--- config.mk ---
export PLATFORM = sky130hd
export DESIGN_NAME = mem_access_unit_flat
export DESIGN_NICKNAME = d
export VERILOG_FILES = /design/src/rtl/mem_access_unit_if.sv /design/src/rtl/mem_access_unit.sv /design/src/flat_wrapper.sv
export SDC_FILE = /design/constraint.sdc
export NUM_CORES = 1
export LEC_CHECK = 0
export ABC_AREA = 1
export CAP_MARGIN = 30
export CORE_UTILIZATION = 40
export CTS_BUF_LIST = sky130_fd_sc_hd__clkbuf_8
export CTS_CLUSTER_DIAMETER = 50
export DETAILED_ROUTE_END_ITERATION = 6
export GPL_ROUTABILITY_DRIVEN = 0
export PLACE_DENSITY = 0.7
export SYNTH_ARGS = -nofsm -noshare
export SYNTH_HDL_FRONTEND = slang
export SYNTH_SLANG_ARGS = --single-unit
export TNS_END_PERCENT = 5
--- constraint.sdc ---
create_clock -name clk -period 2.7 [get_ports clk]
set_input_delay 0.27 -clock clk [delete_from_list [all_inputs] [get_ports clk]]
set_output_delay 0.27 -clock clk [all_outputs]
set_load 0.01 [all_outputs]
--- src/rtl/mem_access_unit_if.sv ---
// Bundle of the control-unit request/response handshake and the byte-wide memory port.
// Ports: req_* / resp_* / busy face the control unit, mem_* face the main memory.
// slave = the access unit itself; master = the control unit plus memory side.
interface mem_access_unit_if;
   // control-unit side
   logic        req_valid;
   logic        req_ready;
   logic        req_write;
   logic [15:0] req_addr;
   logic [15:0] req_wdata;
   logic        resp_valid;
   logic [15:0] resp_rdata;
   logic        busy;
   // memory side
   logic [15:0] mem_addr;
   logic [7:0]  mem_wdata;
   logic        mem_we;
   logic [7:0]  mem_rdata;

   modport slave (
      input  req_valid, req_write, req_addr, req_wdata, mem_rdata,
      output req_ready, resp_valid, resp_rdata, busy, mem_addr, mem_wdata, mem_we
   );

   modport master (
      output req_valid, req_write, req_addr, req_wdata, mem_rdata,
      input  req_ready, resp_valid, resp_rdata, busy, mem_addr, mem_wdata, mem_we
   );
endinterface

--- src/rtl/mem_access_unit.sv ---
// Purpose: splits 16-bit word read/write requests into two big-endian byte accesses
//          (high byte at A, low byte at A+1 mod 2^ADDR_W) on a single-port byte memory.
// Latency: read response 3 cycles after acceptance, write response 2 cycles after.
// Backpressure: req_ready is high only in IDLE; requests offered while busy must be held.
// Ports: clk, reset (async active-high); bus = request/response handshake + memory port.
module mem_access_unit #(
   parameter int ADDR_W = 14
) (
   input  logic             clk,
   input  logic             reset,
   mem_access_unit_if.slave bus
);

   typedef enum logic [2:0] {
      IDLE,
      RD_HI,
      RD_LO,
      RD_CAP,
      WR_HI,
      WR_LO
   } state_t;

   localparam logic [ADDR_W-1:0] ADDR_ONE = 1;

   state_t            state;
   state_t            next_state;

   logic [ADDR_W-1:0] addr_a;       // latched address of the high byte
   logic [ADDR_W-1:0] addr_a1;      // low-byte address, wraps at 2^ADDR_W
   logic [15:0]       wdata_q;
   logic [7:0]        hi_q;         // high byte captured while fetching the low byte
   logic              resp_valid_q;
   logic [15:0]       resp_rdata_q;
   logic              accept;

   logic [15:0]       mem_addr_c;
   logic [7:0]        mem_wdata_c;
   logic              mem_we_c;

   // Zero-extend a memory byte address to the 16-bit bus.
   function automatic logic [15:0] widen(input logic [ADDR_W-1:0] a);
      logic [15:0] w;
      w = '0;
      w[ADDR_W-1:0] = a;
      return w;
   endfunction

   assign accept  = bus.req_valid && (state == IDLE);
   assign addr_a1 = addr_a + ADDR_ONE;

   // ---------------------------------------------------------------- state register
   always_ff @(posedge clk or posedge reset) begin
      if (reset) begin
         state <= IDLE;
      end else begin
         state <= next_state;
      end
   end

   // ---------------------------------------------------------------- next state
   always_comb begin
      next_state = state;
      case (state)
         IDLE: begin
            if (accept) begin
               next_state = bus.req_write ? WR_HI : RD_HI;
            end
         end
         RD_HI:   next_state = RD_LO;
         RD_LO:   next_state = RD_CAP;
         RD_CAP:  next_state = IDLE;
         WR_HI:   next_state = WR_LO;
         WR_LO:   next_state = IDLE;
         default: next_state = IDLE;
      endcase
   end

   // ---------------------------------------------------------------- memory port
   // Decoded straight from the state so that an asynchronous reset drops mem_we
   // in the same instant, without waiting for a clock edge.
   always_comb begin
      mem_addr_c  = '0;
      mem_wdata_c = '0;
      mem_we_c    = 1'b0;
      case (state)
         RD_HI: begin
            mem_addr_c = widen(addr_a);
         end
         RD_LO: begin
            mem_addr_c = widen(addr_a1);
         end
         WR_HI: begin
            mem_addr_c  = widen(addr_a);
            mem_wdata_c = wdata_q[15:8];
            mem_we_c    = 1'b1;
         end
         WR_LO: begin
            mem_addr_c  = widen(addr_a1);
            mem_wdata_c = wdata_q[7:0];
            mem_we_c    = 1'b1;
         end
         default: begin
            mem_addr_c  = '0;
            mem_wdata_c = '0;
            mem_we_c    = 1'b0;
         end
      endcase
   end

   // ---------------------------------------------------------------- datapath
   // mem_rdata lags the address by one edge: the byte at A is present during
   // RD_LO and the byte at A1 during RD_CAP.
   always_ff @(posedge clk or posedge reset) begin
      if (reset) begin
         addr_a       <= '0;
         wdata_q      <= '0;
         hi_q         <= '0;
         resp_valid_q <= 1'b0;
         resp_rdata_q <= '0;
      end else begin
         resp_valid_q <= 1'b0;
         if (accept) begin
            addr_a  <= bus.req_addr[ADDR_W-1:0];
            wdata_q <= bus.req_wdata;
         end
         case (state)
            RD_LO: begin
               hi_q <= bus.mem_rdata;
            end
            RD_CAP: begin
               resp_rdata_q <= {hi_q, bus.mem_rdata};
               resp_valid_q <= 1'b1;
            end
            WR_LO: begin
               resp_valid_q <= 1'b1;
            end
            default: begin
            end
         endcase
      end
   end

   // ---------------------------------------------------------------- outputs
   assign bus.req_ready  = (state == IDLE);
   assign bus.busy       = (state != IDLE);
   assign bus.resp_valid = resp_valid_q;
   assign bus.resp_rdata = resp_rdata_q;
   assign bus.mem_addr   = mem_addr_c;
   assign bus.mem_wdata  = mem_wdata_c;
   assign bus.mem_we     = mem_we_c;

endmodule
--- src/flat_wrapper.sv ---
// flat-port wrapper written by rule: the top's interface ports become plain ports
module mem_access_unit_flat 
#(
   parameter int ADDR_W = 14
)
  (clk, reset, bus_req_valid, bus_req_write, bus_req_addr, bus_req_wdata, bus_mem_rdata, bus_req_ready, bus_resp_valid, bus_resp_rdata, bus_busy, bus_mem_addr, bus_mem_wdata, bus_mem_we);
  mem_access_unit_if bus_i ();
  input  logic clk;
  input  logic reset;
  input wire logic [$bits(bus_i.req_valid)-1:0] bus_req_valid;
  input wire logic [$bits(bus_i.req_write)-1:0] bus_req_write;
  input wire logic [$bits(bus_i.req_addr)-1:0] bus_req_addr;
  input wire logic [$bits(bus_i.req_wdata)-1:0] bus_req_wdata;
  input wire logic [$bits(bus_i.mem_rdata)-1:0] bus_mem_rdata;
  output wire logic [$bits(bus_i.req_ready)-1:0] bus_req_ready;
  output wire logic [$bits(bus_i.resp_valid)-1:0] bus_resp_valid;
  output wire logic [$bits(bus_i.resp_rdata)-1:0] bus_resp_rdata;
  output wire logic [$bits(bus_i.busy)-1:0] bus_busy;
  output wire logic [$bits(bus_i.mem_addr)-1:0] bus_mem_addr;
  output wire logic [$bits(bus_i.mem_wdata)-1:0] bus_mem_wdata;
  output wire logic [$bits(bus_i.mem_we)-1:0] bus_mem_we;
  assign bus_i.req_valid = bus_req_valid;
  assign bus_i.req_write = bus_req_write;
  assign bus_i.req_addr = bus_req_addr;
  assign bus_i.req_wdata = bus_req_wdata;
  assign bus_i.mem_rdata = bus_mem_rdata;
  assign bus_req_ready = bus_i.req_ready;
  assign bus_resp_valid = bus_i.resp_valid;
  assign bus_resp_rdata = bus_i.resp_rdata;
  assign bus_busy = bus_i.busy;
  assign bus_mem_addr = bus_i.mem_addr;
  assign bus_mem_wdata = bus_i.mem_wdata;
  assign bus_mem_we = bus_i.mem_we;
  mem_access_unit #(.ADDR_W(ADDR_W)) u_core (.clk(clk), .reset(reset), .bus(bus_i));
endmodule
* Word level (Yosys, flattened, before mapping) *
Cells that the tools add are included.

word-level totals
  output and inout bits = 44
  register bits = 58

cells by class
  $add $sub $neg = 1
  mux-type cells = 7
  reductions and logical operators = 7
  equal/unequal tests = 6

operator list
  kind                                            count
  one-hot mux 14 bit (2 select lines)             1
  one-hot mux 8 bit (2 select lines)              1
  adder 14 x 1 -> 14 bit (second input constant)  1
  one-hot mux 3 bit (4 select lines)              1
  OR reduction 2 bit                              4
  == test 3 x 2 -> 1 bit (second input constant)  2
  == test 3 bit (second input constant)           2
  2-to-1 mux 3 bit                                2
  == test 3 x 1 -> 1 bit (second input constant)  1
  logical NOT 3 bit                               1
  nonzero test 3 bit                              1
  2-to-1 mux 1 bit                                2
  != test 2 x 1 -> 1 bit (second input constant)  1
  logical AND 1 bit                               1

* Longest topological paths before layout *
  word-level depth = 4
  depth in mapped cells = 7
  depth with buffers taken out = 7

* Worst setup path before layout *
Ideal clock, no wire load.

  path kind = reg-to-output
  from = register u_core.state[0]
  to = output bus_mem_addr[0]
  stages on the path, launching flop included = 6
  path slack = 1166 ps
  required time = 2430 ps
  data arrival time = 1264 ps
  cells stage by stage = dfrtp_1 nor2_4 nand2_2 o21ai_2 inv_2 o21ai_0

on the way
  longest elaborated chain between the ends = 3
  elaborated cells on any way between the ends = 7

ends and longest elaborated chain
  what                                            RTL line               RTL
  from (decl)                                     mem_access_unit.sv:25  state_t state;
  from (signal assigned)                          mem_access_unit.sv:56  state <= next_state;
  == test 3 x 2 -> 1 bit (tied with other cells)  mem_access_unit.sv:85  case (state)
  OR reduction 2 bit (no source line)             --
  one-hot mux 14 bit (2 select lines) (*)         mem_access_unit.sv:85
  to (decl)                                       flat_wrapper.sv:19     output wire logic [$bits(bus_i.mem_addr)-1:0] bus_mem_addr;

Mark *: on every way between the ends. The rest lies on a longest branch, timed or not.

* Worst setup path after layout *
  from = register u_core.state[2]
  to = output bus_mem_addr[5]

The elaborated chain is that of the path after synthesis.

==> impl_metrics.toml <==
[die]
dieArea_mm2 = 0.00771
fp.dieH_um = 87.8
num_rows = 30
initial_core_util_pct = 42.4
die-width_um = 87.8
ios = 88
coreArea_mm2 = 0.00694

[clock_tree]
clk_pin_slew_ns = 0.07
htreeDepth = 3
cts_buffer_depth = 2
clkSinkCount = 58
cts_tree = "built"
cts_made_buffers = 9
cts-root-buf = "clkbuf_8"
clkLatencyLatePin_ns = 0.33

[synth]
synth_cell_types = 26
seq_area_frac_synth_pct = 49.3
yosysWarnings = 0
synth_cells = 337
syn_area_mm2 = 0.00294
ys_ff_latch = 58
syn_avg_cell_area_um2 = 8.74

[final_layout]
fillerInstances = 627
fin_nets = 469
final_common_cell = "clkdlybuf4s50_1"
drive_gt1_share_pct = 20.0
num_antenna_cells = 0
layout_common_cells = "83 x clkdlybuf4s50_1, 70 x nand2_1, 57 x dfrtp_1"
areaGrowthSynthToFinish_pct = 37.6

[worst_setup_path]
path_buf_inv = 1
arrival_ns = 2.21
crit_type = "reg2out"
max_stage_delay_ns = 0.57
crit_path_top_delay_cell = "clkdlybuf4s50_1"
cp_max_fo = 14
critPathTopFamily = "buffers and inverters"
critPathLaunchType = "flop"
crit_path_end_kind = "primary output"
cp_cell_sequence = "nor2_1, nand2_2, nand2_2, o21ai_0, o21ai_0, clkdlybuf4s50_1"
worstPathRequired_ns = 2.43

[routing]
totalWireLength_um = 6320
routed_via_density = 4.65
firstDrtPassIters = 4
wire_per_inst_um = 12.0
drc = 0
vias = 2439
antenna_left = 0
drt_iter0_markers = 119

[pwr]
power.total_w = 0.00487
p_leak_nw = 1.88
vdd_ir_drop_max_mv = 0.845
power_density_mw_per_mm2 = 1200

[sta]
period_share_pct = 91.8
grt_setup_unrepaired = "no"
hold_viol = 0
drv_slew = 0
finalClockSkew_ns = 0.00459
worst_slew_pin_slew_ns = 0.826
min_period_ns = 2.48
setup_viol = 0
tns_ns = 0
relSlewSlack_pct = 44.9
max_freq_mhz = 403
hold_ws_ns = 0.318

[place]
io_buffers = 83
dpl.hpwl_um = 4510

[flow_run]
drv_cap = 0

[global_routing]
grtUsageTotal_pct = 17.7
grt_max_degree = 55
antenna_found_initial = 0
grt_pass1_vias = 2300
grt_overflow_total = 0
grt_pass1_wl_um = 10400

[min_path]
min_path_type = "in2async"

[outcome]
status = "completed"
[state kept, by name (all words and copies together) (netlist names)]
register,cells
u_core.bus.resp_rdata,16
u_core.wdata_q,16
u_core.addr_a,14
u_core.hi_q,8
u_core.state,3
u_core.bus.resp_valid,1
[report_power, final]
part	switching (W)	total [W]	leakage, nW	internal, W
logic	0.00131	0.00252	1.11	0.00121
registers	0.000281	0.00157	0.680	0.00128
clock network	0.000363	0.000787	0.0966	0.000423
total	0.00195	0.00487	1.88	0.00292
[cells in the mapped netlist]
library cell / n / area [um2]
nand2_2: 2 / 12.5
inv_1: 40 / 150
o22ai_1: 5 / 31.3
nand2_4: 2 / 22.5
or2_2: 1 / 6.26
mux2_2: 8 / 90.1
clkbuf_1: 3 / 11.3
inv_2: 1 / 3.75
nand3_1: 29 / 145
buf_6: 6 / 67.6
ha_1: 1 / 12.5
conb_1: 1 / 3.75
o21ai_2: 1 / 8.76
buf_4: 3 / 22.5
nor2_2: 20 / 125
buf_2: 2 / 10.0
nand3_2: 1 / 10.0
nor2_1: 17 / 63.8
dfrtp_1: 58 / 1450
nand4_1: 3 / 18.8
nor2_4: 1 / 11.3
inv_6: 1 / 8.76
a21oi_1: 3 / 15.0
nand2_1: 71 / 267
a21oi_2: 24 / 210
o21ai_0: 33 / 165
[layer usage]
metal	vias up	routed length [um]	track usage [%]
met1	1110	2990	23.7
met3	10	304	4.24
met2	63	2940	27.6
met4	0	83	7.15
met5	-	0	0
li1	1256	-	-
[final timing paths]
path,from,end,slack (ns),cells after the start
worst max register to register,u_core.state[1],u_core.addr_a[13],0.87,7
min in group clk,u_core.wdata_q[14],u_core.wdata_q[14],0.48,2
worst min register to register,u_core.wdata_q[14],u_core.wdata_q[14],0.48,2
worst max-delay path,u_core.state[2],bus_mem_addr[5],0.22,6
max in group asynchronous,reset,u_core.state[2],1.79,3
worst min-delay path,reset,u_core.bus.resp_rdata[5],0.32,2
[cells by family after synthesis]
group | Yosys count | share of synthesized area [%]
flip-flops | 58 | 49.3
buffers and inverters | 56 | 9.31
adder cells (fa/ha/maj) | 1 | 0.425
other | 1 | 0.127
AND/OR/NAND/NOR | 147 | 23.2
multiplexers | 8 | 3.06
AO/OA/AOI/OAI | 66 | 14.6
[what timing repair did]
| item | in CTS | in global routing |
|---|---|---|
| buffers inserted | 0 | 3 |
| setup endpoints to repair | 1 | 7 |
| pin swaps | 0 | 1 |
| resized for setup | 1 | 2 |
| gates cloned | 0 | 0 |
| hold buffers | 0 | 0 |
[final cells by class]
class / instances / area [um2] / area share (%)
clock buffers: 9 / 124 / 3.06
flip-flops and latches: 58 / 1450 / 35.9
multi-input cells: 224 / 1230 / 30.4
inverters: 42 / 163 / 4.01
repair buffers: 89 / 888 / 21.9
clock inverters: 7 / 71.3 / 1.76
well taps: 96 / 120 / 2.96
[metrics by stage]
step	area, um2	std cells	util [%]	setup slack (ns)
5_1_grt	4050	525	58.3	0.0756
3_3_place_gp	3820	506	55.0	0.422
6_report	4050	525	58.3	0.222
4_1_cts	4020	522	57.9	0.0684
2_1_floorplan	2950	338	-	1.00
3_5_place_dp	3820	506	55.0	0.361
Power figures use the tool's default switching activity.
